==> src/rtl/arp_frame_rx.sv <==
// -----------------------------------------------------------------------------
// arp_frame_rx
//
// GMII receive-side ARP frame parser. Locks on preamble/SFD, walks the
// Ethernet II header and 28-byte ARP payload byte by byte, filters on the
// destination MAC (board or broadcast), the ARP format fields, the opcode and
// the target protocol address, and checks the FCS. Accepted frames publish
// the sender MAC/IP and opcode with a one-cycle arp_rx_end pulse. Frames that
// pass every filter but carry a bad FCS produce a one-cycle crc_err pulse.
//
// Ports
//   clk             GMII RX clock, rising edge
//   rst             synchronous active-high reset
//   gmii_eth_rxctl  receive data valid
//   gmii_eth_rxd    receive byte
//   pc_mac          sender hardware address of the last accepted frame
//   pc_ip           sender protocol address of the last accepted frame
//   arp_op          opcode of the last accepted frame
//   arp_rx_end      pulse: pc_mac/pc_ip/arp_op were just updated
//   crc_err         pulse: frame passed the filters but failed the FCS
//
// State | meaning
//   S_IDLE | waiting for a rising edge of rxctl with a preamble byte
//   S_PRE  | inside the preamble, waiting for the SFD
//   S_BODY | parsing frame bytes after the SFD until rxctl falls
//   S_DROP | malformed preamble, discard until rxctl falls
// -----------------------------------------------------------------------------
module arp_frame_rx #(
  parameter logic [47:0] BOARD_MAC = 48'h00_11_22_33_44_55,
  parameter logic [31:0] BOARD_IP  = {8'd192, 8'd168, 8'd1, 8'd10}
) (
  input  logic        clk,
  input  logic        rst,
  input  logic        gmii_eth_rxctl,
  input  logic [7:0]  gmii_eth_rxd,
  output logic [47:0] pc_mac,
  output logic [31:0] pc_ip,
  output logic [15:0] arp_op,
  output logic        arp_rx_end,
  output logic        crc_err
);

  localparam logic [31:0] CRC_RESIDUE = 32'hDEBB_20E3;
  localparam logic [10:0] CNT_MAX     = 11'd2047;
  localparam logic [10:0] MIN_FRAME   = 11'd64;

  typedef enum logic [1:0] {
    S_IDLE,
    S_PRE,
    S_BODY,
    S_DROP
  } state_t;

  state_t      state, state_nxt;

  logic        rxctl_q;
  logic [10:0] cnt;
  logic [31:0] crc;
  logic [31:0] crc_nxt;
  logic        rej;
  logic        miss_board;
  logic        miss_bcast;
  logic [47:0] shadow_mac;
  logic [31:0] shadow_ip;
  logic [15:0] shadow_op;
  logic        acc_pend;
  logic        err_pend;

  logic        sfd_hit;
  logic        body_byte;
  logic        frame_end;
  logic        field_bad;
  logic [7:0]  board_mac_byte;
  logic [7:0]  board_ip_byte;
  logic [1:0]  tpa_idx;
  logic        frame_ok;
  logic        frame_long;

  // Reflected CRC-32, one byte per clock, LSB of the byte first.
  function automatic logic [31:0] crc32_byte(input logic [31:0] c_in,
                                             input logic [7:0]  d);
    logic [31:0] c;
    c = c_in;
    for (int i = 0; i < 8; i++) begin
      if (c[0] ^ d[i]) c = (c >> 1) ^ 32'hEDB8_8320;
      else             c = c >> 1;
    end
    return c;
  endfunction

  // ---------------------------------------------------------------------------
  // State register
  // ---------------------------------------------------------------------------
  always_ff @(posedge clk) begin
    if (rst) state <= S_IDLE;
    else     state <= state_nxt;
  end

  // ---------------------------------------------------------------------------
  // Next-state and per-cycle strobes
  // ---------------------------------------------------------------------------
  always_comb begin
    state_nxt = state;
    sfd_hit   = 1'b0;
    body_byte = 1'b0;
    frame_end = 1'b0;
    case (state)
      S_IDLE: begin
        // Only a rising edge of rxctl may start a frame, so the tail of a
        // frame interrupted by reset is never mistaken for a new preamble.
        if (gmii_eth_rxctl && !rxctl_q && gmii_eth_rxd == 8'h55)
          state_nxt = S_PRE;
      end
      S_PRE: begin
        if (!gmii_eth_rxctl) begin
          state_nxt = S_IDLE;
        end else if (gmii_eth_rxd == 8'hD5) begin
          state_nxt = S_BODY;
          sfd_hit   = 1'b1;
        end else if (gmii_eth_rxd != 8'h55) begin
          state_nxt = S_DROP;
        end
      end
      S_BODY: begin
        if (gmii_eth_rxctl) begin
          body_byte = 1'b1;
        end else begin
          frame_end = 1'b1;
          state_nxt = S_IDLE;
        end
      end
      S_DROP: begin
        if (!gmii_eth_rxctl) state_nxt = S_IDLE;
      end
      default: state_nxt = S_IDLE;
    endcase
  end

  // ---------------------------------------------------------------------------
  // Per-byte field filter
  // ---------------------------------------------------------------------------
  // Target IP bytes sit at k = 38..41; 38 mod 4 = 2, so subtracting 2 from the
  // low two counter bits gives the byte index within BOARD_IP.
  assign tpa_idx = cnt[1:0] - 2'd2;

  always_comb begin
    board_mac_byte = 8'h00;
    case (cnt[2:0])
      3'd0:    board_mac_byte = BOARD_MAC[47:40];
      3'd1:    board_mac_byte = BOARD_MAC[39:32];
      3'd2:    board_mac_byte = BOARD_MAC[31:24];
      3'd3:    board_mac_byte = BOARD_MAC[23:16];
      3'd4:    board_mac_byte = BOARD_MAC[15:8];
      3'd5:    board_mac_byte = BOARD_MAC[7:0];
      default: board_mac_byte = 8'h00;
    endcase
  end

  always_comb begin
    board_ip_byte = 8'h00;
    case (tpa_idx)
      2'd0:    board_ip_byte = BOARD_IP[31:24];
      2'd1:    board_ip_byte = BOARD_IP[23:16];
      2'd2:    board_ip_byte = BOARD_IP[15:8];
      default: board_ip_byte = BOARD_IP[7:0];
    endcase
  end

  // Fixed-value fields and the opcode. The destination MAC is handled by the
  // two miss flags because either of two addresses is acceptable.
  always_comb begin
    field_bad = 1'b0;
    case (cnt)
      11'd12:  field_bad = (gmii_eth_rxd != 8'h08);
      11'd13:  field_bad = (gmii_eth_rxd != 8'h06);
      11'd14:  field_bad = (gmii_eth_rxd != 8'h00);
      11'd15:  field_bad = (gmii_eth_rxd != 8'h01);
      11'd16:  field_bad = (gmii_eth_rxd != 8'h08);
      11'd17:  field_bad = (gmii_eth_rxd != 8'h00);
      11'd18:  field_bad = (gmii_eth_rxd != 8'h06);
      11'd19:  field_bad = (gmii_eth_rxd != 8'h04);
      11'd20:  field_bad = (gmii_eth_rxd != 8'h00);
      11'd21:  field_bad = (gmii_eth_rxd != 8'h01) && (gmii_eth_rxd != 8'h02);
      11'd38, 11'd39, 11'd40, 11'd41:
               field_bad = (gmii_eth_rxd != board_ip_byte);
      default: field_bad = 1'b0;
    endcase
  end

  assign crc_nxt    = crc32_byte(crc, gmii_eth_rxd);
  assign frame_long = (cnt >= MIN_FRAME);
  assign frame_ok   = !rej && !(miss_board && miss_bcast);

  // ---------------------------------------------------------------------------
  // Datapath: counter, CRC, filters, shadows, outputs
  // ---------------------------------------------------------------------------
  always_ff @(posedge clk) begin
    if (rst) begin
      rxctl_q    <= 1'b1;
      cnt        <= '0;
      crc        <= '1;
      rej        <= 1'b0;
      miss_board <= 1'b0;
      miss_bcast <= 1'b0;
      shadow_mac <= '0;
      shadow_ip  <= '0;
      shadow_op  <= '0;
      acc_pend   <= 1'b0;
      err_pend   <= 1'b0;
      pc_mac     <= '0;
      pc_ip      <= '0;
      arp_op     <= '0;
      arp_rx_end <= 1'b0;
      crc_err    <= 1'b0;
    end else begin
      rxctl_q <= gmii_eth_rxctl;

      // End-of-frame decision is registered once, then published one cycle
      // later; the shadows cannot change in between because the next frame
      // needs at least a preamble before reaching the SHA bytes.
      arp_rx_end <= acc_pend;
      crc_err    <= err_pend;
      acc_pend   <= 1'b0;
      err_pend   <= 1'b0;
      if (acc_pend) begin
        pc_mac <= shadow_mac;
        pc_ip  <= shadow_ip;
        arp_op <= shadow_op;
      end

      if (sfd_hit) begin
        cnt        <= '0;
        crc        <= '1;
        rej        <= 1'b0;
        miss_board <= 1'b0;
        miss_bcast <= 1'b0;
      end

      if (body_byte) begin
        if (cnt != CNT_MAX) cnt <= cnt + 11'd1;
        crc <= crc_nxt;
        if (cnt < 11'd6) begin
          if (gmii_eth_rxd != board_mac_byte) miss_board <= 1'b1;
          if (gmii_eth_rxd != 8'hFF)          miss_bcast <= 1'b1;
        end
        if (field_bad) rej <= 1'b1;
        if (cnt == 11'd20 || cnt == 11'd21)
          shadow_op <= {shadow_op[7:0], gmii_eth_rxd};
        if (cnt >= 11'd22 && cnt <= 11'd27)
          shadow_mac <= {shadow_mac[39:0], gmii_eth_rxd};
        if (cnt >= 11'd28 && cnt <= 11'd31)
          shadow_ip <= {shadow_ip[23:0], gmii_eth_rxd};
      end

      if (frame_end) begin
        acc_pend <= frame_long && frame_ok && (crc == CRC_RESIDUE);
        err_pend <= frame_long && frame_ok && (crc != CRC_RESIDUE);
      end
    end
  end

endmodule
==> config.mk <==
export PLATFORM = sky130hd
export DESIGN_NAME = arp_frame_rx
export DESIGN_NICKNAME = d
export VERILOG_FILES = /design/src/rtl/arp_frame_rx.sv
export SDC_FILE = /design/constraint.sdc
export NUM_CORES = 1
export LEC_CHECK = 0
export CAP_MARGIN = 20
export CORE_ASPECT_RATIO = 1.2
export CORE_MARGIN = 2
export CORE_UTILIZATION = 40
export CTS_BUF_LIST = sky130_fd_sc_hd__clkbuf_8
export CTS_CLUSTER_DIAMETER = 200
export CTS_CLUSTER_SIZE = 20
export DETAILED_ROUTE_END_ITERATION = 8
export PLACE_DENSITY_LB_ADDON = 0.25
export SKIP_CTS_REPAIR_TIMING = 1
export SYNTH_ARGS = -nofsm -noshare
export SYNTH_HDL_FRONTEND = slang
export SYNTH_SLANG_ARGS = --single-unit
==> constraint.sdc <==
create_clock -name clk -period 3.5 [get_ports clk]
set_input_delay 0.35 -clock clk [delete_from_list [all_inputs] [get_ports clk]]
set_output_delay 0.35 -clock clk [all_outputs]
set_load 0.02 [all_outputs]
==> flow_summary.yaml, run 1 <==
status:
  status: "finished, final reports clean"
grt:
  track_usage_pct: 18.39
  antenna_found_initial: 0
  grt-ovfl-total: 0
  grt_pass1_wl_mm: 39.97
  grt_pass1_vias: 7394
  grt_max_degree: 96
worst_setup_path:
  crit_path_end_kind: "register"
  cp.buffers_inverters: 1
  startpoint_type: "register"
  cp.required_ps: 3920
  crit_path_max_fanout: 11
  critPathSlowestCell: "dfxtp_1"
  criticalPathCategory: "register to register"
  max_stage_delay_ps: 590
  cp.arrival_ps: 3340
  crit_chain: "inv_1 -> ha_1 -> or2_2 -> a2bb2oi_1 -> nor3_1 -> a2111o_1 -> nor4_1 -> o41ai_1"
  crit_family: "compound AO/OA/AOI/OAI gates"
route:
  wl_per_cell_um: 16.16
  drt_iter0_drc: 436
  viasPerCell: 5.116
  drc: 0
  vias: 7914
  wl_mm: 25.00
  first_pass_iters: 5
  ant_nets: 0
power:
  p_per_area_nw_per_um2: 372.5
  power_mw: 4.415
  leakage_nw: 3.796
  p_seq_share_pct: 63.1
  p_int_mw: 3.366
  peakVddDrop_uv: 279.4
  p_sw_mw: 1.049
  swShare_pct: 23.77
  power_frac_comb_pct: 6.6
  pwr-share-clk_pct: 30.3
final_layout:
  fin_area_um2: 11860
  num_antenna_cells: 0
  drive_gt1_share_pct: 5.341
  area_growth_pct: 16.09
  fin_cells: 1547
  final_util_pct: 46.85
  fin_nets: 1237
timing:
  timing.fmax_ghz: 0.3426
  finalSetupViolations: 0
  period_share_pct: 83.38
  relSlewSlack_pct: 38.03
  rsz0062_at_grt: "false"
  finalSetupTns_ps: 0
  worstMarginPinSlew_ps: 929.5
  hold_viol: 0
  period_minus_slack_ps: 2918
  slew_violations: 0
  clock_skew_ps: 35.12
clocking:
  cts_sinks: 245
  clk_pin_slew_ps: 130
  cts_buffers: 16
  cts_root_buf: "clkbuf_8"
  worst_skew_pair.late_latency_ps: 540
  cts_tree: "yes"
  htree_levels: 1
  cts.path.max_buffers: 3
placed_design:
  port_buffers: 108
  postPlaceCellArea_um2: 11600
  dp.cells: 1528
  dp_hpwl_mm: 16.76
  gp_routability_congestion: 0.8810
run:
  drv_cap: 0
die:
  die_w_um: 149.9
  core_area_um2: 25300
  die_y_um: 179.0
  start_util_pct: 40.36
  io_pins: 109
  dieArea_um2: 26830
  rows: 64
synth:
  synth_async_sr_flop_share_pct: 0
  synth_edf_count: 0
  synth.distinct_cells: 59
  avgSynthCellArea_um2: 8.880
  yosys_warnings: 0
  netlist_area_um2: 10210
  synth_ff_type: "dfxtp_1"
  syn_inst: 1150
  ys_seq_elements: 245
  syn_nets: 1171
  seq_area_frac_synth_pct: 48.03
hold_path:
  hold_path_class: "input pin to register"
## synth_stat cells, types with 2 or more instances
master	count	share of area, %
nor3_1	15	0.74
o22ai_1	20	1.2
o21bai_1	5	0.37
xor2_2	2	0.32
o32a_1	4	0.39
o41a_1	2	0.22
nand4_1	5	0.31
nand3_1	9	0.44
nor3b_1	2	0.15
and3_1	4	0.24
ha_1	10	1.2
a21oi_1	120	5.9
a21o_1	2	0.15
xnor2_2	5	0.80
or4_1	2	0.15
dfxtp_1	245	48
o32ai_1	2	0.17
buf_1	7	0.26
or2_2	6	0.37
xor2_1	14	1.2
nor2_1	128	4.7
nor4_1	11	0.67
buf_2	18	0.88
nand4b_1	4	0.34
xnor2_4	4	1.1
xnor2_1	47	4.0
nand2b_1	27	1.7
nor2b_1	8	0.49
nand2_1	210	7.7
inv_1	7	0.26
a31oi_1	2	0.12
and4b_1	2	0.20
mux2i_1	98	9.6
nand3b_1	4	0.29
clkbuf_1	58	2.1
o41ai_1	2	0.17
or3_1	7	0.43
a211oi_1	2	0.15
o21ai_0	10	0.49
## kinds of logic after synthesis
group                      after synthesis  share of synthesized area, %
AOI/OAI and AO/OA                      181                         10.23
xor gates and xnor gates                73                         7.657
adders and majority gates               10                         1.225
buffers and inverters                   90                         3.529
DFF                                    245                         48.03
muxes                                   99                         9.716
and+or+nand+nor                        452                         19.62
## registers in the layout, indices dropped and copies added (netlist names)
signal / count
shadow_op: 16
rej: 1
arp_op: 16
state: 2
miss_bcast: 1
acc_pend: 1
pc_ip: 32
crc: 32
shadow_mac: 48
err_pend: 1
cnt: 11
rxctl_q: 1
shadow_ip: 32
miss_board: 1
crc_err: 1
pc_mac: 48
arp_rx_end: 1
## final cells by class
cell class,count,area [µm²]
clock buffer,17,234.0
multi-input combinational,815,4961
clock inverter,2,20.02
timing repair buffer,131,1292
tap,330,412.9
fill,2546,13450
inverter,7,26.28
sequential,245,4908
## layer usage
metal | GRT usage (%) | up-vias | wire length [µm] | share of wire [%]
met5 | 0 | - | 0 | 0
met3 | 2.061 | 40 | 882 | 3.5
li1 | - | 3984 | - | -
met2 | 31.30 | 167 | 12180 | 49
met1 | 24.66 | 3723 | 11390 | 46
met4 | 5.189 | 0 | 541 | 2.2
## cell usage in the layout, fill, tap and decap left out, types with 5 or more instances in the layout
cell / count
mux2i_1: 98
nand3_1: 9
clkdlybuf4s50_1: 107
nand2_1: 210
nor4_1: 11
o22ai_1: 20
nand4_1: 5
nor2b_1: 8
nor3_1: 15
xnor2_1: 47
or3_1: 7
xnor2_2: 5
nor2_1: 127
buf_4: 20
o21ai_0: 10
dfxtp_1: 244
clkbuf_8: 17
or2_2: 6
xor2_1: 14
nand2b_1: 27
a21oi_1: 120
o21bai_1: 5
inv_1: 8
ha_1: 10
## power by group through the flow
| stage | Sequential [mW] | Combinational [mW] | Clock, mW |
|---|---|---|---|
| final | 2.79 | 0.291 | 1.34 |
| after detailed placement | 2.85 | 0.290 | 0 |
| after CTS | 2.79 | 0.293 | 1.41 |
| after floorplan | 2.85 | 0.216 | 0 |
| after global routing | 2.79 | 0.313 | 1.49 |
| after global placement | 2.85 | 0.292 | 0 |
## stage by stage
stage / worst slack (ps) / hold WS (ps)
floorplan: 932.1 / 413.8
global placement: 418.8 / 424.0
detailed placement: 423.0 / 445.5
CTS: 563.9 / 270.2
global route: 303.5 / 325.2
finish: 581.5 / 283.2
## path summary, 6_finish.rpt
path	startpoint	endpoint	slack, ps	cells past startpoint
min	rst	arp_op[10]$_SDFFE_PP0P_	280	2
max	cnt[0]$_SDFF_PP0_	rej$_SDFF_PP0_	580	8
min reg2reg	shadow_mac[45]$_SDFFE_PP0P_	shadow_mac[45]$_SDFFE_PP0P_	460	2
max reg2reg	cnt[0]$_SDFF_PP0_	rej$_SDFF_PP0_	580	8
Note: power is estimated with default switching activity, not from simulation.
==> run 2: changes to the inputs <==
Clock period 3.5 ns to 2.34 ns, I/O delays scaled along.
==> run 2 against run 1 <==
Compared with the run above: first-iteration DRC count shrank 2.8%; combinational power grew 64%; register-to-register slack lost 440 ps; die area is the same; wire length grew 1.9%; largest cell class unchanged; critical endpoint unchanged; clock-buffer cell count is the same; final area grew 4.2%.
==> flow_summary.yaml, run 2 (same netlist as run 1, synthesis figures left out) <==
route:
  wl_mm: 25.47
  drc: 0
  viasPerCell: 5.073
  wl_per_cell_um: 15.95
  first_pass_iters: 5
  wl_met1_mm: 11.23
  vias: 8102
  drt_iter0_drc: 424
  ant_nets: 0
  top_layer: "met4"
  route.met3.wl_mm: 1.157
  dr_wl_met2_mm: 12.60
worst_setup_path:
  cp.buffers_inverters: 1
  crit_family: "simple AND/OR/NAND/NOR gates"
  r2r.worst_path.cells: 7
  max_stage_delay_ps: 490
  crit_path_max_fanout: 9
  worstSetupPathDepth: 7
  criticalPathCategory: "register to register"
  crit_chain: "or3_4 -> or2_4 -> buf_4 -> or4_1 -> o311ai_0 -> nor4_2 -> o41ai_1"
  critPathSlowestCell: "or4_1"
  cp.required_ps: 2790
  startpoint_type: "register"
  cp.arrival_ps: 2640
  crit_path_end_kind: "register"
clocking:
  cts_buffers: 16
  worst_skew_pair.late_latency_ps: 540
  htree_levels: 1
  cts.path.max_buffers: 3
  cts_root_buf: "clkbuf_8"
  clk_pin_slew_ps: 130
  cts_sinks: 245
  cts_tree: "yes"
die:
  die_w_um: 149.9
  dieArea_um2: 26830
  start_util_pct: 40.36
  core_area_um2: 25300
  rows: 64
  die_y_um: 179.0
  io_pins: 109
timing:
  relSlewSlack_pct: 64.86
  timing.fmax_ghz: 0.4554
  worstMarginPinSlew_ps: 527.1
  slew_violations: 0
  period_share_pct: 93.84
  finalSetupTns_ps: 0
  clock_skew_ps: 28.71
  period_minus_slack_ps: 2196
  finalSetupViolations: 0
  rsz0062_at_grt: "false"
  hold_viol: 0
grt:
  grt-ovfl-total: 0
  grt_max_degree: 91
  grt_pass1_wl_mm: 40.08
  track_usage_pct: 18.62
  grt_pass1_vias: 7479
  antenna_found_initial: 0
final_layout:
  area_growth_pct: 21.01
  drive_gt1_share_pct: 9.866
  num_antenna_cells: 0
  reg_top3: "pc_mac x48, shadow_mac x48"
  fin_nets: 1287
  fill_cells: 2491
  layout_common_cells: "dfxtp_1, nand2_1, nor2_1"
  mostFrequentLayoutCell: "dfxtp_1"
placed_design:
  port_buffers: 108
  dp_hpwl_mm: 17.48
  gp_routability_congestion: 0.8858
hold_path:
  hold_path_class: "input pin to register"
  whs_path_depth: 2
run:
  drv_cap: 0
power:
  p_per_area_nw_per_um2: 536.9
  leakage_nw: 4.076
  peakVddDrop_uv: 390.2
  power_mw: 6.636
status:
  status: "finished, final reports clean"
run 2: area by class of cell:
type | instances | area (µm²) | area share (%)
inverter | 7 | 26.28 | 0.2126
tap | 330 | 412.9 | 3.341
multi-input combinational | 815 | 4997 | 40.44
timing repair buffer | 181 | 1755 | 14.20
clock inverter | 2 | 20.02 | 0.1620
sequential | 245 | 4912 | 39.75
clock buffer | 17 | 234.0 | 1.893
run 2: final timing paths:
path | startpoint | endpoint | slack, ps
setup / recovery | cnt[9]$_SDFF_PP0_ | rej$_SDFF_PP0_ | 140
hold / removal | rst | cnt[9]$_SDFF_PP0_ | 130
setup reg to reg | cnt[9]$_SDFF_PP0_ | rej$_SDFF_PP0_ | 140
hold reg to reg | shadow_mac[43]$_SDFFE_PP0P_ | shadow_mac[43]$_SDFFE_PP0P_ | 460
run 2: per-stage QoR:
step           setup WS, ps  instances  hold WS [ps]  util (%)  instance area (µm²)
6_report              144.1       1597         125.8     48.84                12360
5_1_grt               54.42       1597         127.0     48.84                12360
4_1_cts               1.545       1597         97.64     48.75                12340
3_5_place_dp         -69.71       1578         435.4     47.75                12080
3_3_place_gp         -52.31       1578         440.5     47.75                12080
2_1_floorplan         2.278       1150         354.1         -                10230
run 2: report_power, final:
group          switching, mW  leakage (nW)  total (mW)  internal, mW
clock                   1.31         0.135        1.99         0.681
combinational          0.260          1.96       0.478         0.218
sequential          0.000351          1.98        4.17          4.17
total                   1.57          4.08        6.64          5.07
run 2: layer usage:
metal	vias to the layer above	GRT usage (%)
met3	38	2.901
met4	0	4.599
met1	3823	24.37
met2	169	32.13
li1	4072	-
met5	-	0
